## src/rtl/ai_fpga_pkg.sv

```systemverilog
// Shared definitions for the feature-map datapath: element width and the
// state encoding used by the map writer.
package ai_fpga_pkg;

  // Bits per feature-map element (signed two's complement)
  localparam int DATA_WIDTH = 32;

  // Map writer control states
  typedef enum logic [1:0] {
    IDLE  = 2'd0,
    WRITE = 2'd1,
    DONE  = 2'd2
  } writer_state_t;

endpackage

```

## src/rtl/map_writer.sv

```systemverilog
// map_writer: captures a flattened signed feature map on a start pulse and
// serialises it, one element per accepted beat in row-major order, onto a
// single-port memory write interface. A one-cycle done pulse follows the
// last accepted beat so the next layer can read the stored map back.
module map_writer #(
  parameter int map_width  = 3,
  parameter int DATA_WIDTH = ai_fpga_pkg::DATA_WIDTH,
  parameter int ADDR_WIDTH = 8,
  parameter int BASE_ADDR  = 0
) (
  input  logic                                      clk,
  input  logic                                      reset,
  input  logic                                      start,
  input  logic [map_width*map_width*DATA_WIDTH-1:0] in_map,
  output logic                                      wr_en,
  output logic [ADDR_WIDTH-1:0]                     wr_addr,
  output logic [DATA_WIDTH-1:0]                     wr_data,
  input  logic                                      wr_ready,
  output logic                                      busy,
  output logic                                      done
);

  import ai_fpga_pkg::*;

  localparam int N       = map_width * map_width;
  localparam int MAP_W   = N * DATA_WIDTH;
  localparam int IDX_W   = $clog2(N + 1);
  localparam int SEL_W   = $clog2(MAP_W) + 1;

  localparam logic [ADDR_WIDTH-1:0] BASE_A   = ADDR_WIDTH'(BASE_ADDR);
  localparam logic [IDX_W-1:0]      IDX_LAST = IDX_W'(N - 1);
  localparam logic [IDX_W-1:0]      IDX_ONE  = IDX_W'(1);
  localparam logic [IDX_W-1:0]      IDX_ZERO = IDX_W'(0);

  // State and registered outputs
  writer_state_t            state_r;
  writer_state_t            next_state_s;
  logic [IDX_W-1:0]         idx_r;
  logic [MAP_W-1:0]         shadow_r;
  logic                     wr_en_r;
  logic [ADDR_WIDTH-1:0]    wr_addr_r;
  logic [DATA_WIDTH-1:0]    wr_data_r;
  logic                     busy_r;
  logic                     done_r;

  // Next values computed by the output logic
  logic [IDX_W-1:0]         idx_nxt_s;
  logic                     wr_en_nxt_s;
  logic [ADDR_WIDTH-1:0]    addr_nxt_s;
  logic [DATA_WIDTH-1:0]    data_nxt_s;
  logic                     busy_nxt_s;
  logic                     done_nxt_s;
  logic                     load_shadow_s;

  // Beat bookkeeping
  logic                     beat_s;
  logic                     last_s;
  logic [IDX_W-1:0]         idx_inc_s;
  logic [IDX_W-1:0]         elem_idx_s;
  logic [SEL_W-1:0]         sel_s;

  // A beat is accepted only while a request is actually presented
  assign beat_s    = wr_en_r & wr_ready;
  assign last_s    = (idx_r == IDX_LAST);
  assign idx_inc_s = idx_r + IDX_ONE;

  // Bit offset of the element that goes out after this beat; clamped on the
  // final beat so the part-select never points past the end of the shadow map
  always_comb begin
    if (last_s) begin
      elem_idx_s = IDX_ZERO;
    end else begin
      elem_idx_s = idx_inc_s;
    end
    sel_s = SEL_W'(elem_idx_s) * SEL_W'(DATA_WIDTH);
  end

  // FSM state register
  always_ff @(posedge clk or negedge reset) begin
    if (!reset) begin
      state_r <= IDLE;
    end else begin
      state_r <= next_state_s;
    end
  end

  // FSM next-state logic
  always_comb begin
    next_state_s = state_r;
    case (state_r)
      IDLE: begin
        if (start) begin
          next_state_s = WRITE;
        end else begin
          next_state_s = IDLE;
        end
      end
      WRITE: begin
        if (beat_s && last_s) begin
          next_state_s = DONE;
        end else begin
          next_state_s = WRITE;
        end
      end
      DONE: begin
        next_state_s = IDLE;
      end
      default: begin
        next_state_s = IDLE;
      end
    endcase
  end

  // FSM output logic: next values for the registered outputs and index
  always_comb begin
    idx_nxt_s     = idx_r;
    wr_en_nxt_s   = wr_en_r;
    addr_nxt_s    = wr_addr_r;
    data_nxt_s    = wr_data_r;
    busy_nxt_s    = busy_r;
    done_nxt_s    = 1'b0;
    load_shadow_s = 1'b0;
    case (state_r)
      IDLE: begin
        if (start) begin
          // Element 0 comes straight from the bus; the shadow copy is
          // loaded in the same cycle and serves every later element.
          load_shadow_s = 1'b1;
          idx_nxt_s     = IDX_ZERO;
          wr_en_nxt_s   = 1'b1;
          addr_nxt_s    = BASE_A;
          data_nxt_s    = in_map[DATA_WIDTH-1:0];
          busy_nxt_s    = 1'b1;
        end else begin
          wr_en_nxt_s   = 1'b0;
          busy_nxt_s    = 1'b0;
        end
      end
      WRITE: begin
        if (beat_s) begin
          idx_nxt_s = idx_inc_s;
          if (last_s) begin
            wr_en_nxt_s = 1'b0;
            done_nxt_s  = 1'b1;
          end else begin
            wr_en_nxt_s = 1'b1;
            addr_nxt_s  = BASE_A + ADDR_WIDTH'(idx_inc_s);
            data_nxt_s  = shadow_r[sel_s +: DATA_WIDTH];
          end
        end else begin
          // Memory stalled: present the same beat again
          wr_en_nxt_s = wr_en_r;
        end
      end
      DONE: begin
        idx_nxt_s   = IDX_ZERO;
        wr_en_nxt_s = 1'b0;
        busy_nxt_s  = 1'b0;
      end
      default: begin
        idx_nxt_s   = IDX_ZERO;
        wr_en_nxt_s = 1'b0;
        busy_nxt_s  = 1'b0;
      end
    endcase
  end

  // Datapath registers: index, shadow map and interface outputs
  always_ff @(posedge clk or negedge reset) begin
    if (!reset) begin
      idx_r     <= IDX_ZERO;
      shadow_r  <= '0;
      wr_en_r   <= 1'b0;
      wr_addr_r <= '0;
      wr_data_r <= '0;
      busy_r    <= 1'b0;
      done_r    <= 1'b0;
    end else begin
      idx_r     <= idx_nxt_s;
      if (load_shadow_s) begin
        shadow_r <= in_map;
      end else begin
        shadow_r <= shadow_r;
      end
      wr_en_r   <= wr_en_nxt_s;
      wr_addr_r <= addr_nxt_s;
      wr_data_r <= data_nxt_s;
      busy_r    <= busy_nxt_s;
      done_r    <= done_nxt_s;
    end
  end

  assign wr_en   = wr_en_r;
  assign wr_addr = wr_addr_r;
  assign wr_data = wr_data_r;
  assign busy    = busy_r;
  assign done    = done_r;

endmodule

```

## config.mk

```make
export PLATFORM = sky130hd
export DESIGN_NAME = map_writer
export DESIGN_NICKNAME = d
export VERILOG_FILES = /design/src/rtl/ai_fpga_pkg.sv /design/src/rtl/map_writer.sv
export SDC_FILE = /design/constraint.sdc
export NUM_CORES = 1
export LEC_CHECK = 0
export CELL_PAD_IN_SITES_DETAIL_PLACEMENT = 0
export CELL_PAD_IN_SITES_GLOBAL_PLACEMENT = 1
export CORE_MARGIN = 8
export CORE_UTILIZATION = 41
export DETAILED_ROUTE_END_ITERATION = 6
export GPL_ROUTABILITY_DRIVEN = 1
export PLACE_DENSITY_LB_ADDON = 0.1
export RECOVER_POWER = 50
export SYNTH_ARGS = -nofsm -noshare
export SYNTH_HDL_FRONTEND = slang
export SYNTH_SLANG_ARGS = --single-unit
```

## constraint.sdc

```tcl
create_clock -name clk -period 6.95 [get_ports clk]
set_input_delay 1.39 -clock clk [delete_from_list [all_inputs] [get_ports clk]]
set_output_delay 1.39 -clock clk [all_outputs]
set_load 0.01 [all_outputs]
```

# Word level (Yosys, flattened, before mapping)
# Cells that the tools add are included.
[word_totals]
reg_bits = 337
input_bits = 292
out_inout_bits = 43
elab_cells = 45
[op_classes]
add_sub_neg = 1
n_eq_ne = 5
shifts = 1
muxes = 24
bitwise = 1
reduce_logical = 5
[ops]
columns = ["op", "count"]
rows = [
  ["$shiftx 288x10->32", 1],
  ["$mux 32", 3],
  ["$pmux 32 s2", 1],
  ["$mux 8", 3],
  ["$pmux 8 s2", 1],
  ["$mux 4", 3],
  ["$mux 1", 8],
  ["$pmux 4 s2", 1],
  ["$ne 2x2->1 const B", 3],
  ["$add 4x1->4 const B", 1],
  ["$eq 4x4->1 const B", 1],
  ["$pmux 1 s2", 2],
  ["$pmux 2 s2", 1],
  ["$reduce_and 4->1", 1],
  ["$eq 2x1->1 const B", 1],
  ["$logic_not 2->1", 1],
  ["$mux 2", 1],
  ["$reduce_and 2->1", 1],
  ["$reduce_bool 2->1", 1],
  ["$and 1x1->1", 1],
  ["$logic_and 1x1->1", 1],
]

# Logic depth before layout (Yosys ltp)
[depth]
word_depth = 6
ltp_mapped = 14
depth_no_buf = 7

# Worst setup path before layout
# OpenSTA, ideal clock, no wires.
[synth_path]
path_kind = "input -> register"
start = "in start"
end = "reg wr_data_r[11], in the netlist wr_data[11]"
setup_ns = 0.132
t_arrival_ns = 2.763
required_ns = 6.818
setup_slack_ns = 4.055
cell_stages = 8
path_buffers = 3
path_cell_list = "or3b_1 > and2_1 > buf_6 > or3_1 > buf_2 > buf_6 > a21oi_2 > a21oi_1"
[synth_between]
elab_chain_len = 2
[synth_rtl]
columns = ["element", "line_no", "source"]
rows = [
  ["start, declared", "map_writer.sv:13", "input logic start,"],
  ["$ne 2x2->1 (no source line)", "-", ""],
  ["$reduce_and 4->1 (no source line)", "-", ""],
  ["end signal, assigned", "map_writer.sv:187", "wr_data_r <= data_nxt_s;"],
  ["end, declared", "map_writer.sv:42", "logic [DATA_WIDTH-1:0] wr_data_r;"],
]
# Every way passes these cells.
# A chain may end at the register's enable or synchronous reset.

==> metrics list <==
- Cell count after synthesis: 1893
* Share of flip-flops with an asynchronous set or reset: 100.0%
- Clock slew at reported path FFs: roughly 0.06 ns
- Share of post-route cells with drive strength above 1: 6.713%
- After layout, the minimum clock period comes to 4.471 ns.
- For the worst setup path, the data required time is ~7 ns.
* I/O Buffers: 330
- Insertion delay of the later-clocked pin in the worst-skew pair: roughly 0.55 ns
- For this run, the leading register cell type out of synthesis is sky130_fd_sc_hd__dfrtp_1.
- The detailed router finished its first iteration with roughly 1200 violations.
- Buffers inserted to repair hold after CTS numbered 0.
- Worst reg2reg path endpoint: wr_data[30]
- Counting instances, the worst hold path has a depth of 2.
* Number of nets with antenna violations after detailed routing: 0
* Syn-to-layout area delta: 30.09%
- Number of antenna violations at the first check in global routing: 4
- In the routed design, unresolved DRC markers number 0.
* Pre-antenna DRT Iters: 5
* Synth unique cells: 47
- Wire length of the first global-routing pass: ~86000 µm
- Number of buffers and inverters on the critical path: 2
* Areal power density over the cells: 455.6 nW/µm²
- Mean area per synthesized cell: 8.367 µm²
* Final setup margin: 2.479 ns
* Slew headroom: -123.7%
- In the finished design, the share of the clock period the worst path needs comes to 64.33%.
- Nets: 2427
- CTS placed an instance of sky130_fd_sc_hd__clkbuf_16 at the clock tree root.
- The worst hold path begins at shadow_r[244].
- The congestion estimate from routability-driven global placement came to 0.9155.
* Worst-path cell with the longest stage delay: sky130_fd_sc_hd__clkbuf_1
- After synthesis, the largest family of logic cells by area is simple AND/OR/NAND/NOR gates.
- The detailed router placed 14300 vias in this run.
- TritonCTS Buffers: 39
- The initialized floorplan defines between 70 and 80 standard-cell rows.
- For the pin with the worst max-slew slack, the measured transition is between 3 and 4 ns.
- Instance count after placement with tap cells included: 2610
- In this run the vertical extent of the chip is 212.6 µm.
* Count of state elements after synthesis: 333
* Status: complete, but fails checks
* Die Width: 212.6 µm
- After legalization and detailed placement, the total HPWL measured 36810 µm.
- Fraction of the mapped netlist area in compound gates: 11.72%
- Global-route usage over all layers: approximately a quarter
* Crit-path cells: buf_8 -> clkbuf_1
- TritonCTS built the clock tree.
- The library cell used most frequently in the layout, excluding fill and tap cells, is sky130_fd_sc_hd__nand2_1.
- Delay of the slowest cell on the worst path: 2.42 ns
* Initial cell density of the core: 41.27%
* Number of max-slew violations in the final report: 333
- STA classifies the critical path startpoint as a primary input.
- After detailed routing, the total wire length is 55360 µm.
- Final routed wire length divided by cell count: 20.65 µm
- Worst supply voltage drop on vdd: between 0.0003 and 0.0004 V
- In this run the number of H-tree levels came out at 2.
* Highest attainable clock frequency: 223.7 MHz
* R2R depth: 6
* Ys Warns: 0
- Final global-route overflow total: 0
* Worst Setup Path Type: in -> async
* Largest delay share family, worst path: buffers and inverters
- Vias per Instance: 5.335
- Setup Skew: 0.01893 ns
* Static leakage power: 9.474 nW
- Adder-cell share of the synthesized area: less than 1%
- Of the synthesized area, sequential elements account for between 50 and 60%.
- Critical Path Fanout Max: 85
- Final sum of negative setup slack: 0 ns
- Setup violations remaining at the end of the flow were counted as 0.
- Buffers added to address setup during post-CTS repair amount to 0.
- Number of I/O pins: ~340
* Area share of and/or/nand/nor cells after synthesis: 26.91%
- The total count of hold-check failures in the final report came to 0.
- Top library cells by usage in the layout, fill and taps aside: 906 x sky130_fd_sc_hd__nand2_1, 330 x sky130_fd_sc_hd__dfrtp_1, 328 x sky130_fd_sc_hd__clkdlybuf4s50_1
* Pin count of the biggest net entering global routing: 223
- The startpoint identified for the worst register-to-register timing path is idx_r[0].
* Die area: 45180 µm²
- Hold worst-path end: shadow_r[244]
* Layout Cells excl Fill: between 2000 and 3000
- Number of instances resized during post-cts repair: 0
- At the end of the flow the core is filled with cells to 53.69%.
* Fillers: 3661
- MaxCap Viol Count: 6
- Path type of the worst min-delay path: reg -> reg
- The synthesized design contains 0 enable-type register cells.
* Standard cell core area: around 38000 µm²
* Setup slack after placement: 2.284 ns
* Synthesized-area fraction occupied by xor and xnor cells: 0.1659%
* Worst setup EP type: asynchronous set/reset pin
- Vias in the first global route: 14870
* Mux cell area share after synthesis: 4.289%
- No sink is reached through more buffers than the 3 on the longest clock path.
- Worst reg2reg setup slack: 2.62 ns
- Setup repair after global routing left no endpoint under its margin.
- Violated checks: max-capacitance violations, max-slew violations
* CTS Sinks: between 300 and 400
- The cell area that synthesis handed to floorplanning was 15840 µm².
* Data arrival time of the critical path: 4.36 ns
-- power breakdown --
part	total [mW]	internal, mW	leakage, nW	switching [mW]
clock network	2.00	1.17	0.605	0.825
logic	3.87	1.49	4.76	2.38
registers	3.52	2.87	4.11	0.646
total	9.39	5.54	9.47	3.85
-- cells by family after synthesis --
kind of cell             after synthesis
flip-flops                           333
buffers and inverters                157
multiplexers                          64
adder cells (fa/ha/maj)                2
other                                  1
XOR/XNOR                               3
AND/OR/NAND/NOR                     1058
AO/OA/AOI/OAI                        275
-- layer usage --
metal  routed length, µm  vias to the layer above  track usage (%)
met4                1618                        2            8.068
met1               23310                     7015            31.57
li1                    -                     6762                -
met5                  11                        -                0
met3                3369                       88            5.012
met2               27050                      435            40.21
-- through the flow --
step           cell area (µm²)  total power, mW  hold slack, ns
3_3_place_gp             19400            7.338          0.4540
2_1_floorplan            15850            5.882          0.4401
4_1_cts                  20630            9.468          0.4733
6_report                 20600            9.388          0.4681
5_1_grt                  20600            10.08          0.4928
3_5_place_dp             19400            7.429          0.4567
-- worst max path at each step --
| stage | from | endpoint | slack, ns | cells after the start |
|---|---|---|---|---|
| 3_5_place_dp | start | wr_data[30] | 2.28 | 7 |
| 4_1_cts | start | shadow_r[205] | 2.86 | 6 |
| 5_1_grt | reset | shadow_r[197] | 1.77 | 2 |
| 3_3_place_gp | start | shadow_r[149] | 2.39 | 6 |
| 6_report | reset | shadow_r[173] | 2.48 | 2 |
| 2_1_floorplan | start | wr_data[11] | 4.05 | 8 |
-- synth_stat cells, types with 2 or more instances --
| cell type | count | area share [%] |
|---|---|---|
| sky130_fd_sc_hd__mux2i_1 | 33 | 2.1 |
| sky130_fd_sc_hd__o311ai_0 | 26 | 1.4 |
| sky130_fd_sc_hd__a21oi_2 | 30 | 1.7 |
| sky130_fd_sc_hd__xnor2_1 | 2 | 0.11 |
| sky130_fd_sc_hd__nand4_1 | 31 | 1.2 |
| sky130_fd_sc_hd__buf_2 | 15 | 0.47 |
| sky130_fd_sc_hd__nor2b_1 | 4 | 0.16 |
| sky130_fd_sc_hd__nand2_1 | 906 | 21 |
| sky130_fd_sc_hd__clkbuf_1 | 118 | 2.8 |
| sky130_fd_sc_hd__dfrtp_1 | 333 | 53 |
| sky130_fd_sc_hd__or3_1 | 32 | 1.3 |
| sky130_fd_sc_hd__o21ai_0 | 67 | 2.1 |
| sky130_fd_sc_hd__nand3_1 | 65 | 2.1 |
| sky130_fd_sc_hd__nand2b_1 | 5 | 0.20 |
| sky130_fd_sc_hd__nor3_1 | 3 | 0.095 |
| sky130_fd_sc_hd__a32oi_1 | 31 | 1.7 |
| sky130_fd_sc_hd__ha_1 | 2 | 0.16 |
| sky130_fd_sc_hd__nor2_1 | 6 | 0.14 |
| sky130_fd_sc_hd__buf_4 | 4 | 0.19 |
| sky130_fd_sc_hd__o31ai_1 | 2 | 0.095 |
| sky130_fd_sc_hd__mux2_2 | 31 | 2.2 |
| sky130_fd_sc_hd__a22o_1 | 4 | 0.22 |
| sky130_fd_sc_hd__o211ai_1 | 33 | 1.6 |
| sky130_fd_sc_hd__inv_1 | 4 | 0.095 |
| sky130_fd_sc_hd__buf_6 | 4 | 0.28 |
| sky130_fd_sc_hd__buf_1 | 11 | 0.26 |
| sky130_fd_sc_hd__o311ai_1 | 5 | 0.28 |
| sky130_fd_sc_hd__a21oi_1 | 67 | 2.1 |
-- registers in the layout (all words and copies together), names as in the netlist --
register	count
wr_addr	4
idx_r	4
done	1
shadow_r	288
state_r	2
wr_data	32
wr_en	1
busy	1
-- tightest hold or removal path: stages, from the launching register on --
cell and delay [ns]:
sky130_fd_sc_hd__dfrtp_1 0.34, sky130_fd_sc_hd__nand2_1 0.05, sky130_fd_sc_hd__nand2_1 0.05
-- cell type report --
type | instances | area, µm² | area share (%)
well taps | 518 | 648.1 | 3.145
diodes | 3 | 7.507 | 0.03643
inverters | 5 | 18.77 | 0.09109
clock inverters | 5 | 28.78 | 0.1397
flip-flops and latches | 333 | 8339 | 40.47
repair buffers | 348 | 3442 | 16.71
multi-input cells | 1406 | 6922 | 33.59
clock buffers | 63 | 1199 | 5.817
Power figures use the tool's default switching activity.
